--- config.mk ---
export PLATFORM = sky130hd
export DESIGN_NAME = lsu_subword_ctrl
export DESIGN_NICKNAME = d
export VERILOG_FILES = /design/src/rtl/lsu_subword_ctrl.sv
export SDC_FILE = /design/constraint.sdc
export NUM_CORES = 1
export LEC_CHECK = 0
export CAP_MARGIN = 20
export CORE_ASPECT_RATIO = 1.25
export CORE_UTILIZATION = 45
export CTS_CLUSTER_DIAMETER = 30
export DETAILED_ROUTE_END_ITERATION = 6
export PLACE_DENSITY = 0.83
export SLEW_MARGIN = 20
export SYNTH_ARGS = -nofsm -noshare
export SYNTH_HDL_FRONTEND = slang
export SYNTH_SLANG_ARGS = --single-unit
--- constraint.sdc ---
create_clock -name clk -period 3.25 [get_ports clk]
set_input_delay 0.325 -clock clk [delete_from_list [all_inputs] [get_ports clk]]
set_output_delay 0.325 -clock clk [all_outputs]
set_load 0.02 [all_outputs]
--- src/rtl/lsu_subword_ctrl.sv ---
// ---------------------------------------------------------------------------
// lsu_subword_ctrl
//   Load/store unit in front of a word-addressed data memory (DMEM).
//   Converts RV32I LB/LH/LW/LBU/LHU/SB/SH/SW requests into whole-word DMEM
//   accesses. Loads get lane extraction plus sign/zero extension. Sub-word
//   stores are done as read-modify-write. Misaligned, illegal-funct3 and
//   out-of-range requests are answered with a fault and never reach DMEM.
//
// Ports
//   clk, rst_n      clock, asynchronous active-low reset
//   req_valid/ready request handshake (ready only while idle)
//   req_we          1 = store, 0 = load
//   req_funct3      RV32I funct3 (000 B, 001 H, 010 W, 100 BU, 101 HU)
//   req_addr        byte address
//   req_wdata       store data (low byte/half for SB/SH)
//   rsp_valid       one-cycle completion pulse
//   rsp_rdata       extended load result; 0 for stores and faults
//   rsp_fault       access aborted (qualified by rsp_valid)
//   mem_read/write  DMEM strobes, never both high
//   mem_addr        word-aligned DMEM address
//   mem_wdata       DMEM write data
//   mem_rdata       DMEM read data (combinational, 0 when mem_read=0)
// ---------------------------------------------------------------------------
module lsu_subword_ctrl #(
    parameter int unsigned DMEM_WORDS   = 256,
    parameter bit          FAULT_ON_OOR = 1'b1
) (
    input  logic        clk,
    input  logic        rst_n,
    input  logic        req_valid,
    output logic        req_ready,
    input  logic        req_we,
    input  logic [2:0]  req_funct3,
    input  logic [31:0] req_addr,
    input  logic [31:0] req_wdata,
    output logic        rsp_valid,
    output logic [31:0] rsp_rdata,
    output logic        rsp_fault,
    output logic        mem_read,
    output logic        mem_write,
    output logic [31:0] mem_addr,
    output logic [31:0] mem_wdata,
    input  logic [31:0] mem_rdata
);

    localparam int unsigned LP_DW = 32;
    // 33 bits so a full 4 GiB limit cannot wrap to zero
    localparam logic [32:0] LP_BYTE_LIMIT = 33'(DMEM_WORDS) << 2;

    typedef enum logic [2:0] {
        S_IDLE,
        S_LOAD,
        S_STORE,
        S_RMW_RD,
        S_RMW_WR,
        S_FAULT,
        S_RESP
    } state_t;

    state_t             r_state;
    state_t             w_next;

    logic               r_we;
    logic [2:0]         r_funct3;
    logic [31:0]        r_addr;
    logic [LP_DW-1:0]   r_wdata;
    // load result in LOAD, merged store word in RMW_RD
    logic [LP_DW-1:0]   r_data;

    logic               w_accept;
    logic               w_misaligned;
    logic               w_illegal;
    logic               w_oor;
    logic               w_fault;
    logic [4:0]         w_lane_sh;
    logic [LP_DW-1:0]   w_shifted;
    logic [LP_DW-1:0]   w_load_ext;
    logic [LP_DW-1:0]   w_mask;
    logic [LP_DW-1:0]   w_merged;

    assign w_accept = req_valid & (r_state == S_IDLE);

    // Accept-time fault checks on the raw request
    always_comb begin
        w_misaligned = 1'b0;
        case (req_funct3[1:0])
            2'b01:   w_misaligned = req_addr[0];
            2'b10:   w_misaligned = (req_addr[1:0] != 2'b00);
            default: w_misaligned = 1'b0;
        endcase
    end

    // Stores allow only 000/001/010; loads reject 011/110/111
    assign w_illegal = req_we ? (req_funct3[2] | (req_funct3[1:0] == 2'b11))
                              : ((req_funct3[1:0] == 2'b11) | (req_funct3[2:1] == 2'b11));

    assign w_oor   = FAULT_ON_OOR & ({1'b0, req_addr} >= LP_BYTE_LIMIT);
    assign w_fault = w_misaligned | w_illegal | w_oor;

    // Little-endian lane select; aligned halves make 8*addr[1:0] == 16*addr[1]
    assign w_lane_sh = {r_addr[1:0], 3'b000};
    assign w_shifted = mem_rdata >> w_lane_sh;

    always_comb begin
        w_load_ext = w_shifted;
        case (r_funct3)
            3'b000:  w_load_ext = {{24{w_shifted[7]}},  w_shifted[7:0]};
            3'b001:  w_load_ext = {{16{w_shifted[15]}}, w_shifted[15:0]};
            3'b100:  w_load_ext = {24'h000000, w_shifted[7:0]};
            3'b101:  w_load_ext = {16'h0000,   w_shifted[15:0]};
            default: w_load_ext = w_shifted;
        endcase
    end

    // Replace the addressed byte/half of the old word with store data
    assign w_mask   = r_funct3[0] ? 32'h0000_FFFF : 32'h0000_00FF;
    assign w_merged = (mem_rdata & ~(w_mask << w_lane_sh))
                    | ((r_wdata & w_mask) << w_lane_sh);

    // State register
    always_ff @(posedge clk or negedge rst_n) begin
        if (!rst_n) begin
            r_state <= S_IDLE;
        end else begin
            r_state <= w_next;
        end
    end

    // Next-state logic
    always_comb begin
        w_next = r_state;
        case (r_state)
            S_IDLE: begin
                if (w_accept) begin
                    if (w_fault) begin
                        w_next = S_FAULT;
                    end else if (!req_we) begin
                        w_next = S_LOAD;
                    end else if (req_funct3 == 3'b010) begin
                        w_next = S_STORE;
                    end else begin
                        w_next = S_RMW_RD;
                    end
                end
            end
            S_LOAD:   w_next = S_RESP;
            S_STORE:  w_next = S_RESP;
            S_RMW_RD: w_next = S_RMW_WR;
            S_RMW_WR: w_next = S_RESP;
            S_FAULT:  w_next = S_IDLE;
            S_RESP:   w_next = S_IDLE;
            default:  w_next = S_IDLE;
        endcase
    end

    // Request latch and data capture
    always_ff @(posedge clk or negedge rst_n) begin
        if (!rst_n) begin
            r_we     <= 1'b0;
            r_funct3 <= 3'b000;
            r_addr   <= 32'h0;
            r_wdata  <= '0;
            r_data   <= '0;
        end else begin
            if (w_accept) begin
                r_we     <= req_we;
                r_funct3 <= req_funct3;
                r_addr   <= req_addr;
                r_wdata  <= req_wdata;
                r_data   <= '0;
            end else if (r_state == S_LOAD) begin
                r_data   <= w_load_ext;
            end else if (r_state == S_RMW_RD) begin
                r_data   <= w_merged;
            end
        end
    end

    // Output decode from state and latched registers only
    always_comb begin
        req_ready = 1'b0;
        rsp_valid = 1'b0;
        rsp_fault = 1'b0;
        rsp_rdata = '0;
        mem_read  = 1'b0;
        mem_write = 1'b0;
        mem_addr  = 32'h0;
        mem_wdata = '0;
        case (r_state)
            S_IDLE: begin
                req_ready = 1'b1;
            end
            S_LOAD, S_RMW_RD: begin
                mem_read = 1'b1;
                mem_addr = {r_addr[31:2], 2'b00};
            end
            S_STORE: begin
                mem_write = 1'b1;
                mem_addr  = {r_addr[31:2], 2'b00};
                mem_wdata = r_wdata;
            end
            S_RMW_WR: begin
                mem_write = 1'b1;
                mem_addr  = {r_addr[31:2], 2'b00};
                mem_wdata = r_data;
            end
            S_FAULT: begin
                rsp_valid = 1'b1;
                rsp_fault = 1'b1;
            end
            S_RESP: begin
                rsp_valid = 1'b1;
                rsp_rdata = r_we ? '0 : r_data;
            end
            default: begin
                req_ready = 1'b0;
            end
        endcase
    end

endmodule

### Word level (Yosys, flattened, before mapping)

Cells that the tools add are included.

* bits of input ports: 103
* logic and storage cells: 64
* bits in registers: 103
* output and inout port bits: 101

* mux-type cells: 21
* reductions and logical operators: 9
* bitwise gates (word level): 9
* magnitude comparators: 1
* equality and inequality tests: 15
* shift-type cells: 3

Operators with widths (count)
* $mux W32: 6
* $pmux W32 S4: 1
* $pmux W32 S2: 1
* $and A32 B16 Y32: 1
* $and A32 B32 Y32: 1
* $ge A32 B11 Y1 const B: 1
* $not A32 Y32: 1
* $or A32 B32 Y32: 1
* $shl A16 B5 Y32: 1
* $shl A32 B5 Y32: 1
* $shr A32 B5 Y32: 1
* $mux W16: 1
* $eq A3 B3 Y1 const B: 5
* $eq A3 B2 Y1 const B: 3
* $pmux W3 S3: 1
* $mux W1: 7
* $eq A2 B2 Y1 const B: 3
* $eq A3 B1 Y1 const B: 2
* $logic_not A3 Y1: 2
* $mux W3: 2
* $reduce_or A2 Y1: 3
* $or A1 B1 Y1: 4
* $reduce_or A4 Y1: 1
* $reduce_bool A3 Y1: 1
* other kinds (7): 7

### Logic depth before layout (Yosys ltp)

* word-level depth: 8
* gate-level depth with buffers: 8
* gate-level depth less buffers: 6

### Least setup slack after synthesis

Ideal clock, no wire load.

* path kind: register -> output
* from: register r_state[1]
* to: output rsp_rdata[10]
* data required time: 2.925 ns
* setup slack: 1.412 ns
* arrival: 1.513 ns
* cell stages (with the launch flop): 7
* buffers on the path: 3
* path through: dfrtp_1 buf_2 inv_2 clkbuf_1 nor4b_2 clkbuf_1 and2_1

* cells in the longest elaborated chain, start to end: 2

Ends and longest elaborated chain
* start, declared: line 60 `state_t r_state;`
* start signal, assigned: line 125 `r_state <= w_next;`
* $eq A3 B3 Y1: line 189 `case (r_state)`
* $mux W32: line 189
* end, declared: line 37 `output logic [31:0] rsp_rdata,`

No other way between the ends.

### Worst setup path in the final report

* from: register r_state[1]
* to: output mem_wdata[31]

* cells in the longest elaborated chain, start to end: 2
* elaborated cells between the ends (all ways): 3
* classes of those cells: eq/ne (2); mux (1)

Ends and longest elaborated chain
* $eq A3 B3 Y1 or $eq A3 B2 Y1 (tied branches): line 189
* $pmux W32 S2 (*): line 189
* end, declared: line 42 `output logic [31:0] mem_wdata,`

Mark *: on every way between the ends. The rest lies on a longest branch, timed or not.

==> out/metrics.cfg <==
[run_status]
outcome = complete, no violations

[global_route]
grt_usage_pct = 28.8
antenna_found_initial = 0
grt_max_degree = 78
grt_pass1_vias = 6018
overflow = 0
grt_pass1_wl_um = 32100

[clocking]
htree_levels = 3
path_clk_slew_ns = 0.08
cts_hold_buf = 0
cts-root-buf = clkbuf_16
cts.repair.resized = 0
cts_setup_buffers = 0
cts_tree = done
numCtsBuffers = 9
cts_buffer_depth = 2
cts.sinks = 103
clk_latency_ns = 0.36

[synth]
yosysMostFrequentCell = dfrtp_1
synth_ff_type = dfrtp_1
synth_edf_count = 0
ys_types = 59
syn-instance-count = 652
synthTopCellsByCount = dfrtp_1, mux2_1, and2_1
ys_warn_count = 0
synth_top_area_cell = dfrtp_1
synthTopCellsByArea = dfrtp_1, mux2_1, and2_1
synth_top_area_share_pct = 40.0
ys_async_sr_fraction_pct = 100
synth_area_um2 = 6440
yosys_register_bits = 103
seq_area_frac_synth_pct = 40.0
synth.avg_cell_area_um2 = 9.87

[timing]
worstMarginPinSlew_ns = 0.972
hold_viol = 0
fmaxAchievable_ghz = 0.353
slew_viol_final = 0
period_share_pct = 87.1
setup_viol = 0
setup_tns_ns = 0
fin_skew_ns = 0.00945
holdWs_ns = 0.116
timing.slew.headroom_pct = 35.2
post-route-min-period_ns = 2.83
grt_setup_unrepaired = false

[worst_setup_path]
regToRegEndpoint = r_data[15]
worstSetupEndpointType = primary output
start_kind = flip-flop
path_max_fanout = 30
reg2reg_setup_slack_ns = 0.85
timing.critical_path.to = mem_wdata[31]
crit_arrival_ns = 2.50
crit_path_start = r_state[1]
r2r_start = r_state[2]
worst-setup-path-type = reg -> out
critPathRequiredTime_ns = 2.92
r2r_cells = 7

[detailed_routing]
drt_iter0_drc = 335
wl_um = 20700
drc_errors = 0
ant_nets = 0
wire_per_inst_um = 20.5
wl_met1_um = 8200
dr_wl_met3_um = 1550
viasPerCell = 5.94
via_count = 5986
firstDrtPassIters = 5
dr.max_layer_used = met4
route.met2.wl_um = 10300

[die]
pin_count = 204
dieArea_um2 = 14800
die_width_um = 109
start_util_pct = 46.4
core_um2 = 13900
die_height_um = 136
rows = 48

[job]
drv_cap = 0

[finish]
final_nets = 934
drive_gt1_share_pct = 8.40
area_growth_pct = 38.3
num_antenna_cells = 0
fillers = 1121

[power_and_ir_drop]
p_per_area_nw_per_um2 = 962
power.leakage_nw = 3.64
vdd_ir_drop_max_uv = 648

[placed_design]
gp_congestion = 0.940
port_buffers = 201
hpwl_um = 15200

[min_path]
hp-class = in -> async

## per-stage QoR
stage                     area [um2]  setup slack, ns  util, %  power (W)  instances
after global routing            8900            0.320     64.2    0.00905       1008
final                           8900            0.420     64.2    0.00856       1008
after global placement          8600            0.887     62.0    0.00734        992
after CTS                       8900            0.410     64.2    0.00858       1008
after floorplan                 6440             1.41        -    0.00544        653
after detailed placement        8600            0.807     62.0    0.00746        992
## state kept, by name (all words and copies together), names as in the netlist
register,count
r_wdata,32
r_funct3,3
r_addr,32
r_data,32
r_state,3
r_we,1
## final cells by class
class	count	area (um2)	area share, %
well taps	175	219	2.46
multi-input cells	475	3540	39.8
clock inverters	7	77.6	0.871
repair buffers	223	2200	24.7
flip-flops and latches	103	2580	29.0
clock buffers	9	225	2.53
inverters	16	60.1	0.675
## power breakdown
group          switching (W)  internal, W  total [W]
clock network       0.000538     0.000545    0.00108
logic                0.00254      0.00234    0.00487
registers           0.000727      0.00188    0.00260
total                0.00380      0.00476    0.00856
## cell families (layout without fill, tap and decap cells)
| kind of cell | Yosys count | in the layout | share of synthesized area [%] |
|---|---|---|---|
| flops | 103 | 103 | 40.0 |
| xor+xnor | 1 | 1 | 0.136 |
| simple gates | 181 | 181 | 15.7 |
| mux | 90 | 90 | 17.1 |
| other cells | 1 | 2 | 0.0583 |
| compound gates | 198 | 198 | 21.0 |
| fa+ha+maj | 3 | 3 | 0.583 |
| buf+inv | 75 | 255 | 5.36 |
## worst min path at each step
stage               start    endpoint  cells after the start
6_report            rst_n   r_addr[2]                      1
5_1_grt             rst_n   r_addr[2]                      1
4_1_cts             rst_n   r_addr[2]                      1
3_5_place_dp   r_addr[16]  r_addr[16]                      1
3_3_place_gp    r_addr[4]   r_addr[4]                      1
2_1_floorplan       rst_n   r_addr[0]                      0
## layout by cell type (no fill, tap or decap), types with 3 or more instances in the layout
cell type and n:
clkdlybuf4s50_1 200, dfrtp_1 102, mux2_1 64, and2_1 63
o21ai_0 49, nand2_1 47, a21oi_1 42, a22o_1 32
buf_4 21, nand3b_1 18, mux2i_1 17, nor2_1 17
inv_1 15, a311oi_1 10, a31o_2 9, o21ai_1 9
clkbuf_16 9, a221o_1 8, nand3_1 7, o22ai_1 6
a22oi_1 6, o2bb2ai_1 6, a211o_1 5, nor4_1 5
mux4_1 5, a211oi_1 3, or2_2 3, nor3_1 3
mux4_2 3, ha_1 3
## per-layer routing
layer / vias up / track usage, %
met1: 2946 / 34.7
li1: 2737 / -
met4: 0 / 11.9
met2: 254 / 48.3
met3: 49 / 7.36
met5: - / 0
## worst max-delay path, stage by stage (launching register included)
cell	delay, ns
dfrtp_1	0.48
buf_4	0.27
nor3b_2	0.22
buf_4	0.37
a22o_1	0.20
clkdlybuf4s50_1	0.60
Note: power is estimated with default switching activity, not from simulation.
